==> src/rtl/seg7_scan_receiver_if.sv <==
// Scanned 7-segment display bus: the display driver (master) presents scan select and segments,
// the receiver (slave) returns the decoded digits, pulses and error state; SEG7_RX_ERRCNT_EN adds err_count.
interface seg7_scan_receiver_if;
    logic [1:0] scan_select;
    logic [7:0] seg7;
    logic       err_clr;
    logic [3:0] digit0;
    logic [3:0] digit1;
    logic       valid0;
    logic       valid1;
    logic       dp0;
    logic       dp1;
    logic       upd;
    logic       pat_err;
    logic       err;
`ifdef SEG7_RX_ERRCNT_EN
    logic [7:0] err_count;
`endif

    modport master (
        output scan_select, seg7, err_clr,
`ifdef SEG7_RX_ERRCNT_EN
        input  err_count,
`endif
        input  digit0, digit1, valid0, valid1, dp0, dp1, upd, pat_err, err
    );

    modport slave (
        input  scan_select, seg7, err_clr,
`ifdef SEG7_RX_ERRCNT_EN
        output err_count,
`endif
        output digit0, digit1, valid0, valid1, dp0, dp1, upd, pat_err, err
    );
endinterface

==> src/rtl/seg7_scan_receiver.sv <==
// Deglitches and decodes a scanned 7-seg bus; outputs update STABLE_CYCLES edges after the input settles.
// No backpressure, inputs are sampled every cycle; defining SEG7_RX_ERRCNT_EN adds the saturating err_count port.
module seg7_scan_receiver #(
    parameter int unsigned STABLE_CYCLES = 4
) (
    input  logic                 clock,
    input  logic                 rst,
    seg7_scan_receiver_if.slave  bus
);

    localparam logic [7:0] STABLE = STABLE_CYCLES[7:0];

    logic [9:0] smp_in;
    logic [9:0] smp;
    logic [7:0] cnt;
    logic [7:0] cnt_nxt;
    logic       fire;
    logic       fire_nxt;
    logic       diff;

    logic [3:0] digit0_q;
    logic [3:0] digit1_q;
    logic       valid0_q;
    logic       valid1_q;
    logic       dp0_q;
    logic       dp1_q;
    logic       upd_q;
    logic       pat_err_q;
    logic       err_q;

    logic       sel_d0;
    logic       sel_d1;
    logic       blank;
    logic       legal;
    logic [3:0] value;
    logic       acc;
    logic       set_err;

    function automatic logic [4:0] decode(input logic [6:0] p);
        logic [4:0] d;
        case (p)
            7'h7E:   d = {1'b1, 4'h0};
            7'h30:   d = {1'b1, 4'h1};
            7'h6D:   d = {1'b1, 4'h2};
            7'h79:   d = {1'b1, 4'h3};
            7'h33:   d = {1'b1, 4'h4};
            7'h5B:   d = {1'b1, 4'h5};
            7'h5F:   d = {1'b1, 4'h6};
            7'h70:   d = {1'b1, 4'h7};
            7'h7F:   d = {1'b1, 4'h8};
            7'h7B:   d = {1'b1, 4'h9};
            7'h77:   d = {1'b1, 4'hA};
            7'h1F:   d = {1'b1, 4'hB};
            7'h4E:   d = {1'b1, 4'hC};
            7'h3D:   d = {1'b1, 4'hD};
            7'h4F:   d = {1'b1, 4'hE};
            7'h47:   d = {1'b1, 4'hF};
            default: d = 5'd0;
        endcase
        return d;
    endfunction

    assign smp_in = {bus.scan_select, bus.seg7};

    // fire is raised only on the edge the count first lands on STABLE, so a held input never re-accepts
    always_comb begin
        diff     = (smp_in != smp);
        cnt_nxt  = cnt;
        if (diff)
            cnt_nxt = 8'd1;
        else if (cnt >= STABLE)
            cnt_nxt = STABLE;
        else
            cnt_nxt = cnt + 8'd1;
        fire_nxt = (cnt_nxt == STABLE) && (diff || (cnt != STABLE));
    end

    always_comb begin
        sel_d0         = (smp[9:8] == 2'b01);
        sel_d1         = (smp[9:8] == 2'b10);
        blank          = (smp[6:0] == 7'd0);
        {legal, value} = decode(smp[6:0]);
        acc            = fire && (sel_d0 || sel_d1);
        set_err        = acc && !legal && !blank;
    end

    always_ff @(posedge clock) begin
        if (!rst) begin
            smp       <= '0;
            cnt       <= '0;
            fire      <= 1'b0;
            digit0_q  <= '0;
            digit1_q  <= '0;
            valid0_q  <= 1'b0;
            valid1_q  <= 1'b0;
            dp0_q     <= 1'b0;
            dp1_q     <= 1'b0;
            upd_q     <= 1'b0;
            pat_err_q <= 1'b0;
            err_q     <= 1'b0;
        end else begin
            smp       <= smp_in;
            cnt       <= cnt_nxt;
            fire      <= fire_nxt;
            upd_q     <= 1'b0;
            pat_err_q <= 1'b0;
            if (acc) begin
                if (legal) begin
                    if (sel_d0) begin
                        digit0_q <= value;
                        valid0_q <= 1'b1;
                        dp0_q    <= smp[7];
                    end else begin
                        digit1_q <= value;
                        valid1_q <= 1'b1;
                        dp1_q    <= smp[7];
                    end
                    upd_q <= 1'b1;
                end else begin
                    // blank and illegal both invalidate the digit but keep its last value and DP
                    if (sel_d0)
                        valid0_q <= 1'b0;
                    else
                        valid1_q <= 1'b0;
                    upd_q     <= blank;
                    pat_err_q <= !blank;
                end
            end
            if (set_err)
                err_q <= 1'b1;
            else if (bus.err_clr)
                err_q <= 1'b0;
        end
    end

`ifdef SEG7_RX_ERRCNT_EN
    logic [7:0] err_cnt;

    always_ff @(posedge clock) begin
        if (!rst)
            err_cnt <= '0;
        else if (bus.err_clr)
            err_cnt <= set_err ? 8'd1 : 8'd0;
        else if (set_err && (err_cnt != 8'hFF))
            err_cnt <= err_cnt + 8'd1;
    end

    assign bus.err_count = err_cnt;
`endif

    assign bus.digit0  = digit0_q;
    assign bus.digit1  = digit1_q;
    assign bus.valid0  = valid0_q;
    assign bus.valid1  = valid1_q;
    assign bus.dp0     = dp0_q;
    assign bus.dp1     = dp1_q;
    assign bus.upd     = upd_q;
    assign bus.pat_err = pat_err_q;
    assign bus.err     = err_q;

endmodule

==> src/flat_wrapper.sv <==
// flat-port wrapper written by rule: the top's interface ports become plain ports
module seg7_scan_receiver_flat 
#(
    parameter int unsigned STABLE_CYCLES = 4
)
  (clock, rst, bus_scan_select, bus_seg7, bus_err_clr, bus_digit0, bus_digit1, bus_valid0, bus_valid1, bus_dp0, bus_dp1, bus_upd, bus_pat_err, bus_err);
  seg7_scan_receiver_if bus_i ();
  input  logic clock;
  input  logic rst;
  input wire logic [$bits(bus_i.scan_select)-1:0] bus_scan_select;
  input wire logic [$bits(bus_i.seg7)-1:0] bus_seg7;
  input wire logic [$bits(bus_i.err_clr)-1:0] bus_err_clr;
  output wire logic [$bits(bus_i.digit0)-1:0] bus_digit0;
  output wire logic [$bits(bus_i.digit1)-1:0] bus_digit1;
  output wire logic [$bits(bus_i.valid0)-1:0] bus_valid0;
  output wire logic [$bits(bus_i.valid1)-1:0] bus_valid1;
  output wire logic [$bits(bus_i.dp0)-1:0] bus_dp0;
  output wire logic [$bits(bus_i.dp1)-1:0] bus_dp1;
  output wire logic [$bits(bus_i.upd)-1:0] bus_upd;
  output wire logic [$bits(bus_i.pat_err)-1:0] bus_pat_err;
  output wire logic [$bits(bus_i.err)-1:0] bus_err;
  assign bus_i.scan_select = bus_scan_select;
  assign bus_i.seg7 = bus_seg7;
  assign bus_i.err_clr = bus_err_clr;
  assign bus_digit0 = bus_i.digit0;
  assign bus_digit1 = bus_i.digit1;
  assign bus_valid0 = bus_i.valid0;
  assign bus_valid1 = bus_i.valid1;
  assign bus_dp0 = bus_i.dp0;
  assign bus_dp1 = bus_i.dp1;
  assign bus_upd = bus_i.upd;
  assign bus_pat_err = bus_i.pat_err;
  assign bus_err = bus_i.err;
  seg7_scan_receiver #(.STABLE_CYCLES(STABLE_CYCLES)) u_core (.clock(clock), .rst(rst), .bus(bus_i));
endmodule
==> config.mk <==
export PLATFORM = sky130hd
export DESIGN_NAME = seg7_scan_receiver_flat
export DESIGN_NICKNAME = d
export VERILOG_FILES = /design/src/rtl/seg7_scan_receiver_if.sv /design/src/rtl/seg7_scan_receiver.sv /design/src/flat_wrapper.sv
export SDC_FILE = /design/constraint.sdc
export NUM_CORES = 1
export LEC_CHECK = 0
export ABC_CLOCK_PERIOD_IN_PS = 2250
export CAP_MARGIN = 5
export CORE_UTILIZATION = 52
export CTS_CLUSTER_DIAMETER = 50
export CTS_CLUSTER_SIZE = 16
export DETAILED_ROUTE_END_ITERATION = 16
export GPL_TIMING_DRIVEN = 1
export MAX_ROUTING_LAYER = met4
export PLACE_DENSITY_LB_ADDON = 0.1
export SLEW_MARGIN = 15
export SYNTH_ARGS = -nofsm -noshare
export SYNTH_HDL_FRONTEND = slang
export SYNTH_SLANG_ARGS = --single-unit
==> constraint.sdc <==
create_clock -name clock -period 2.25 [get_ports clock]
set_input_delay 0.225 -clock clock [delete_from_list [all_inputs] [get_ports clock]]
set_output_delay 0.225 -clock clock [all_outputs]
set_load 0.03 [all_outputs]
Yosys cells after proc, flatten, opt, wreduce, memory -nomap -nowiden
Cells that the tools add are included.
- $lt $le $gt $ge: 1
- add/sub/neg operators: 1
- eq/ne operators: 21
- bitwise logic cells: 3
- shift operators: 0
- multiplexer cells: 12
- multipliers: 0
- div/mod/pow operators: 0
- reductions and logical operators: 16
- operator list (kind ; count):
    $eq A7 B7 Y1 const B ; 12
    $pmux W5 S16 ; 1
    $eq A7 B6 Y1 const B ; 3
    $mux W8 ; 2
    $ne A10 B10 Y1 ; 1
    $mux W1 ; 9
    $add A8 B1 Y8 const B ; 1
    $eq A8 B3 Y1 const B ; 1
    $ge A8 B3 Y1 const B ; 1
    $ne A8 B3 Y1 const B ; 1
    $eq A7 B5 Y1 const B ; 1
    $logic_not A7 Y1 ; 1
    $reduce_and A2 Y1 ; 3
    $reduce_and A3 Y1 ; 2
    $logic_and A1 B1 Y1 ; 4
    $not A1 Y1 ; 3
    $reduce_or A3 Y1 ; 1
    $eq A2 B1 Y1 const B ; 1
    $eq A2 B2 Y1 const B ; 1
    $logic_not A1 Y1 ; 2
    $logic_or A1 B1 Y1 ; 2
    $reduce_bool A2 Y1 ; 1
- latch bits: 0
- word-level logic and storage cells: 66
- output and inout port bits: 15
- register bits after elaboration: 34
- bits in read-only memories: 0
- memory bits (writable): 0
- input port bits: 13
- memories kept: 0

Longest topological paths before layout
- word-level depth: 6
- depth in mapped cells: 8
- gate-level depth less buffers: 7

Worst setup path after synthesis
No wires, ideal clock.
- path kind: reg-to-reg
- start: register u_core.smp[3]
- end: register u_core.digit0_q[3], in the netlist u_core.bus.digit0[3]
- cell stages (with the launch flop): 8
- required time: 2119 ps
- path slack: 406 ps
- clock period less this slack: 1844 ps
- path buffers: 2
- library setup time: 131 ps
- arrival: 1713 ps
- cell sequence: dfxtp_1 -> buf_6 -> or4_1 -> a211o_1 -> o311a_4 -> buf_6 -> o211ai_1 -> o21ai_0
- longest elaborated chain between the ends: 3
- elaborated cells on any way between the ends: 18
- classes of those cells: 16 x eq/ne; 1 x mux; 1 x reduce/logical
- RTL lines (element ; line ; text):
    start, declared ; seg7_scan_receiver.sv:14 ; logic [9:0] smp;
    start signal, assigned ; seg7_scan_receiver.sv:102 ; smp <= smp_in;
    $eq A7 B7 Y1 (tied with other cells) ; seg7_scan_receiver.sv:41 ; case (p)
    $pmux W5 S16 * ; seg7_scan_receiver.sv:41 ;
    $reduce_and A3 Y1 (no source line) ; n/a ;
    end signal, assigned ; seg7_scan_receiver.sv:110 ; digit0_q <= value;
    end, declared ; seg7_scan_receiver.sv:21 ; logic [3:0] digit0_q;
Mark *: on every way between the ends. The rest lies on a longest branch, timed or not.
A chain may end at the register's enable or synchronous reset.

Worst setup path in the final report
- start: register u_core.smp[2]
- end: register u_core.digit0_q[2], in the netlist u_core.bus.digit0[2]
The elaborated chain is that of the path after synthesis.

==> results_dict.tcl <==
set metrics [dict create \
    status "completed" \
    synth_adder_area_share_pct 2.27 \
    crit_required_ns 2.50 \
    ff2ff_path_depth 5 \
    yosysTopAreaCell "dfxtp_1" \
    synth.distinct_cells 46 \
    cts.hold.buffers_added 0 \
    cts_made_buffers 5 \
    synth_top_cell_area_share_pct 41.2 \
    ys_ff_latch 34 \
    hp-class "reg2reg" \
    rsz0062_at_grt "no" \
    postSynthAreaPerCell_um2 8.93 \
    grt_overflow 0 \
    synth_mux_area_share_pct 0 \
    drcViolationCount 0 \
    area_growth_syn_to_layout_pct 23.3 \
    worst_slew_pin_slew_ns 0.509 \
    vias 1438 \
    fmax_ghz 0.483 \
    final_util_pct 67.3 \
    end_kind "flop" \
    synth_top_family_by_area "simple AND/OR/NAND/NOR gates" \
    seq_power_share_pct 53.5 \
    io_pins 28 \
    synth_xor_area_share_pct 6.36 \
    intPower_w 0.000917 \
    finalHoldViolations 0 \
    nNetsFinal 229 \
    p_leak_nw 0.717 \
    clockBufferDepth 2 \
    timing.final.ws_setup_ns 0.180 \
    synth-compound-area-share_pct 18.5 \
    cts_tree "done" \
    antenna_found_initial 0 \
    p_sw_w 0.000288 \
    synth_top_cells_by_area "dfxtp_1 (41%), xor2_1 (4.8%), and2_1 (3.8%)" \
    initial_core_util_pct 54.6 \
    ant_nets 0 \
    yosysWarnings 0 \
    die_h_um 58.4 \
    wl_per_cell_um 13.5 \
    cts_setup_buffers 0 \
    setup_viol 0 \
    holdWs_ns 0.467 \
    finalSetupTns_ns 0 \
    p_comb_share_pct 9.9 \
    clk_latency_ns 0.34 \
    n_fill_cell 264 \
    viasPerCell 5.57 \
    core_area_um2 3030 \
    layout_commonest_cell "dfxtp_1" \
    crit_fanout 14 \
    cts_htree_levels 2 \
    numPortBuffers 27 \
    dp_slack_ns 0.153 \
    pwr-share-clk_pct 36.6 \
    relSlewSlack_pct 66.0 \
    grt_pass1_vias 1399 \
    drt-initial-drc-count 97 \
    die_x_um 58.4 \
    cts_root_buffer "clkbuf_4" \
    grt_max_degree 25 \
    wirelength_mm 3.50 \
    drive_above_1_share_pct 8.88 \
    synth_top_flop_cell "dfxtp_1" \
    clk_pin_slew_worst_paths_ns 0.11 \
    swShare_pct 23.9 \
    min_path_cells 2 \
    grt_usage_pct 24.1 \
    drt_pass1_iterations 4 \
    critPathKind "reg2reg" \
    slew_violations 0 \
    finalCriticalPeriod_ns 2.07 \
    finalPower_w 0.00121 \
    post-route-period-util_pct 92.0 \
    finalClockSkew_ns 0.0108 \
    synth_seq_area_share_pct 41.2 \
    start_kind "flop" \
    peakVddDrop_mv 0.416 \
    clock-sinks 34 \
    grt_pass1_wl_mm 6.07 \
    critPathArrivalTime_ns 2.32 \
    mostFrequentLayoutCells "dfxtp_1 (33), clkdlybuf4s50_1 (27), and2_1 (10), nand2_1 (10)" \
    synth_edf_count 0 \
    rows 20 \
    die-area_um2 3410 \
    hpwl_mm 2.52 \
    place.gp.congestion 0.863 \
    synthCells 185 \
    synth-simple-area-share_pct 25.1 \
    synthArstFlopShare_pct 0 \
    drv_cap 0 \
    p_per_area_nw_per_um2 591 \
    antennaDiodeCount 0 \
    synth_area_um2 1650 \
]
Yosys cell counts (2+ instances only):
master     n
a211oi_1   8
a21o_1     2
a21oi_1    6
a32oi_1    2
and2_1    10
buf_1      5
buf_6      2
clkbuf_1   7
dfxtp_1   34
ha_1       3
inv_1      9
nand2_1   10
nand3_1    6
nand3b_1   2
nand4_1    6
nand4b_1   3
nor2_1     8
nor2b_1    2
nor3_1     8
nor4_1     4
nor4b_1    2
o211ai_1   7
o21ai_0    4
or2_2      2
or3b_2     2
xnor2_1    3
xor2_1     9
routing by layer:
metal | GRT usage, % | up-vias | routed length (um)
li1 | - | 721 | -
met1 | 28.0 | 665 | 1570
met2 | 39.4 | 41 | 1670
met3 | 6.37 | 11 | 182
met4 | 10.5 | 0 | 65
met5 | - | - | 0
registers in the layout, indices dropped and copies added (netlist names):
| signal | cells |
|---|---|
| u_core.bus.upd | 1 |
| u_core.bus.pat_err | 1 |
| u_core.bus.err | 1 |
| u_core.bus.valid0 | 1 |
| u_core.smp | 10 |
| u_core.bus.digit0 | 4 |
| u_core.cnt | 8 |
| u_core.bus.dp0 | 1 |
| u_core.bus.valid1 | 1 |
| u_core.bus.digit1 | 4 |
| u_core.bus.dp1 | 1 |
| u_core.fire | 1 |
kinds of logic after synthesis:
kind of cell	after synthesis
and+or+nand+nor	71
AOI/OAI and AO/OA	40
DFF	34
buffers and inverters	24
xor gates and xnor gates	12
adders and majority gates	3
other	1
critical path, cell delays in order (launching register included):
cell and delay [ns]:
dfxtp_1 0.63, or4bb_1 0.43, a21boi_0 0.28, nor2_2 0.18
a21o_1 0.22, a211oi_1 0.25
stage by stage:
step	cell area (um^2)	std cells
after global placement	1960	250
after detailed placement	1960	250
after floorplan	1670	189
after global routing	2040	258
final	2040	258
after CTS	2030	258
path summary, 6_finish.rpt:
kind,start,to,slack (ns)
worst min register to register,u_core.bus.valid1$_SDFFE_PN0P_,u_core.bus.valid1$_SDFFE_PN0P_,0.47
worst max-delay path,u_core.smp[2]$_SDFF_PN0_,u_core.bus.digit0[2]$_SDFFE_PN0P_,0.18
worst min-delay path,u_core.bus.valid1$_SDFFE_PN0P_,u_core.bus.valid1$_SDFFE_PN0P_,0.47
worst max register to register,u_core.smp[2]$_SDFF_PN0_,u_core.bus.digit0[2]$_SDFFE_PN0P_,0.18
area by class of cell:
class | instances | area (um^2) | share of cell area, %
Sequential cell | 34 | 682 | 33.5
Timing Repair Buffer | 31 | 300 | 14.7
Clock inverter | 2 | 37.5 | 1.84
Inverter | 10 | 37.5 | 1.84
Tap cell | 44 | 55.1 | 2.70
Clock buffer | 6 | 41.3 | 2.03
Multi-Input combinational cell | 131 | 885 | 43.4
power by group through the flow:
stage | Combinational, W | Sequential, W | Clock (W)
finish | 0.000119 | 0.000645 | 0.000441
global route | 0.000133 | 0.000648 | 0.000469
CTS | 0.000119 | 0.000644 | 0.000447
detailed placement | 0.000118 | 0.000658 | 0
global placement | 0.000116 | 0.000657 | 0
floorplan | 0.0000813 | 0.000649 | 0
what timing repair did:
action                     CTS  global route
hold endpoints to repair     0             0
setup endpoints to repair    0             7
gates resized for setup      0             2
(Power assumes the default switching activity.)
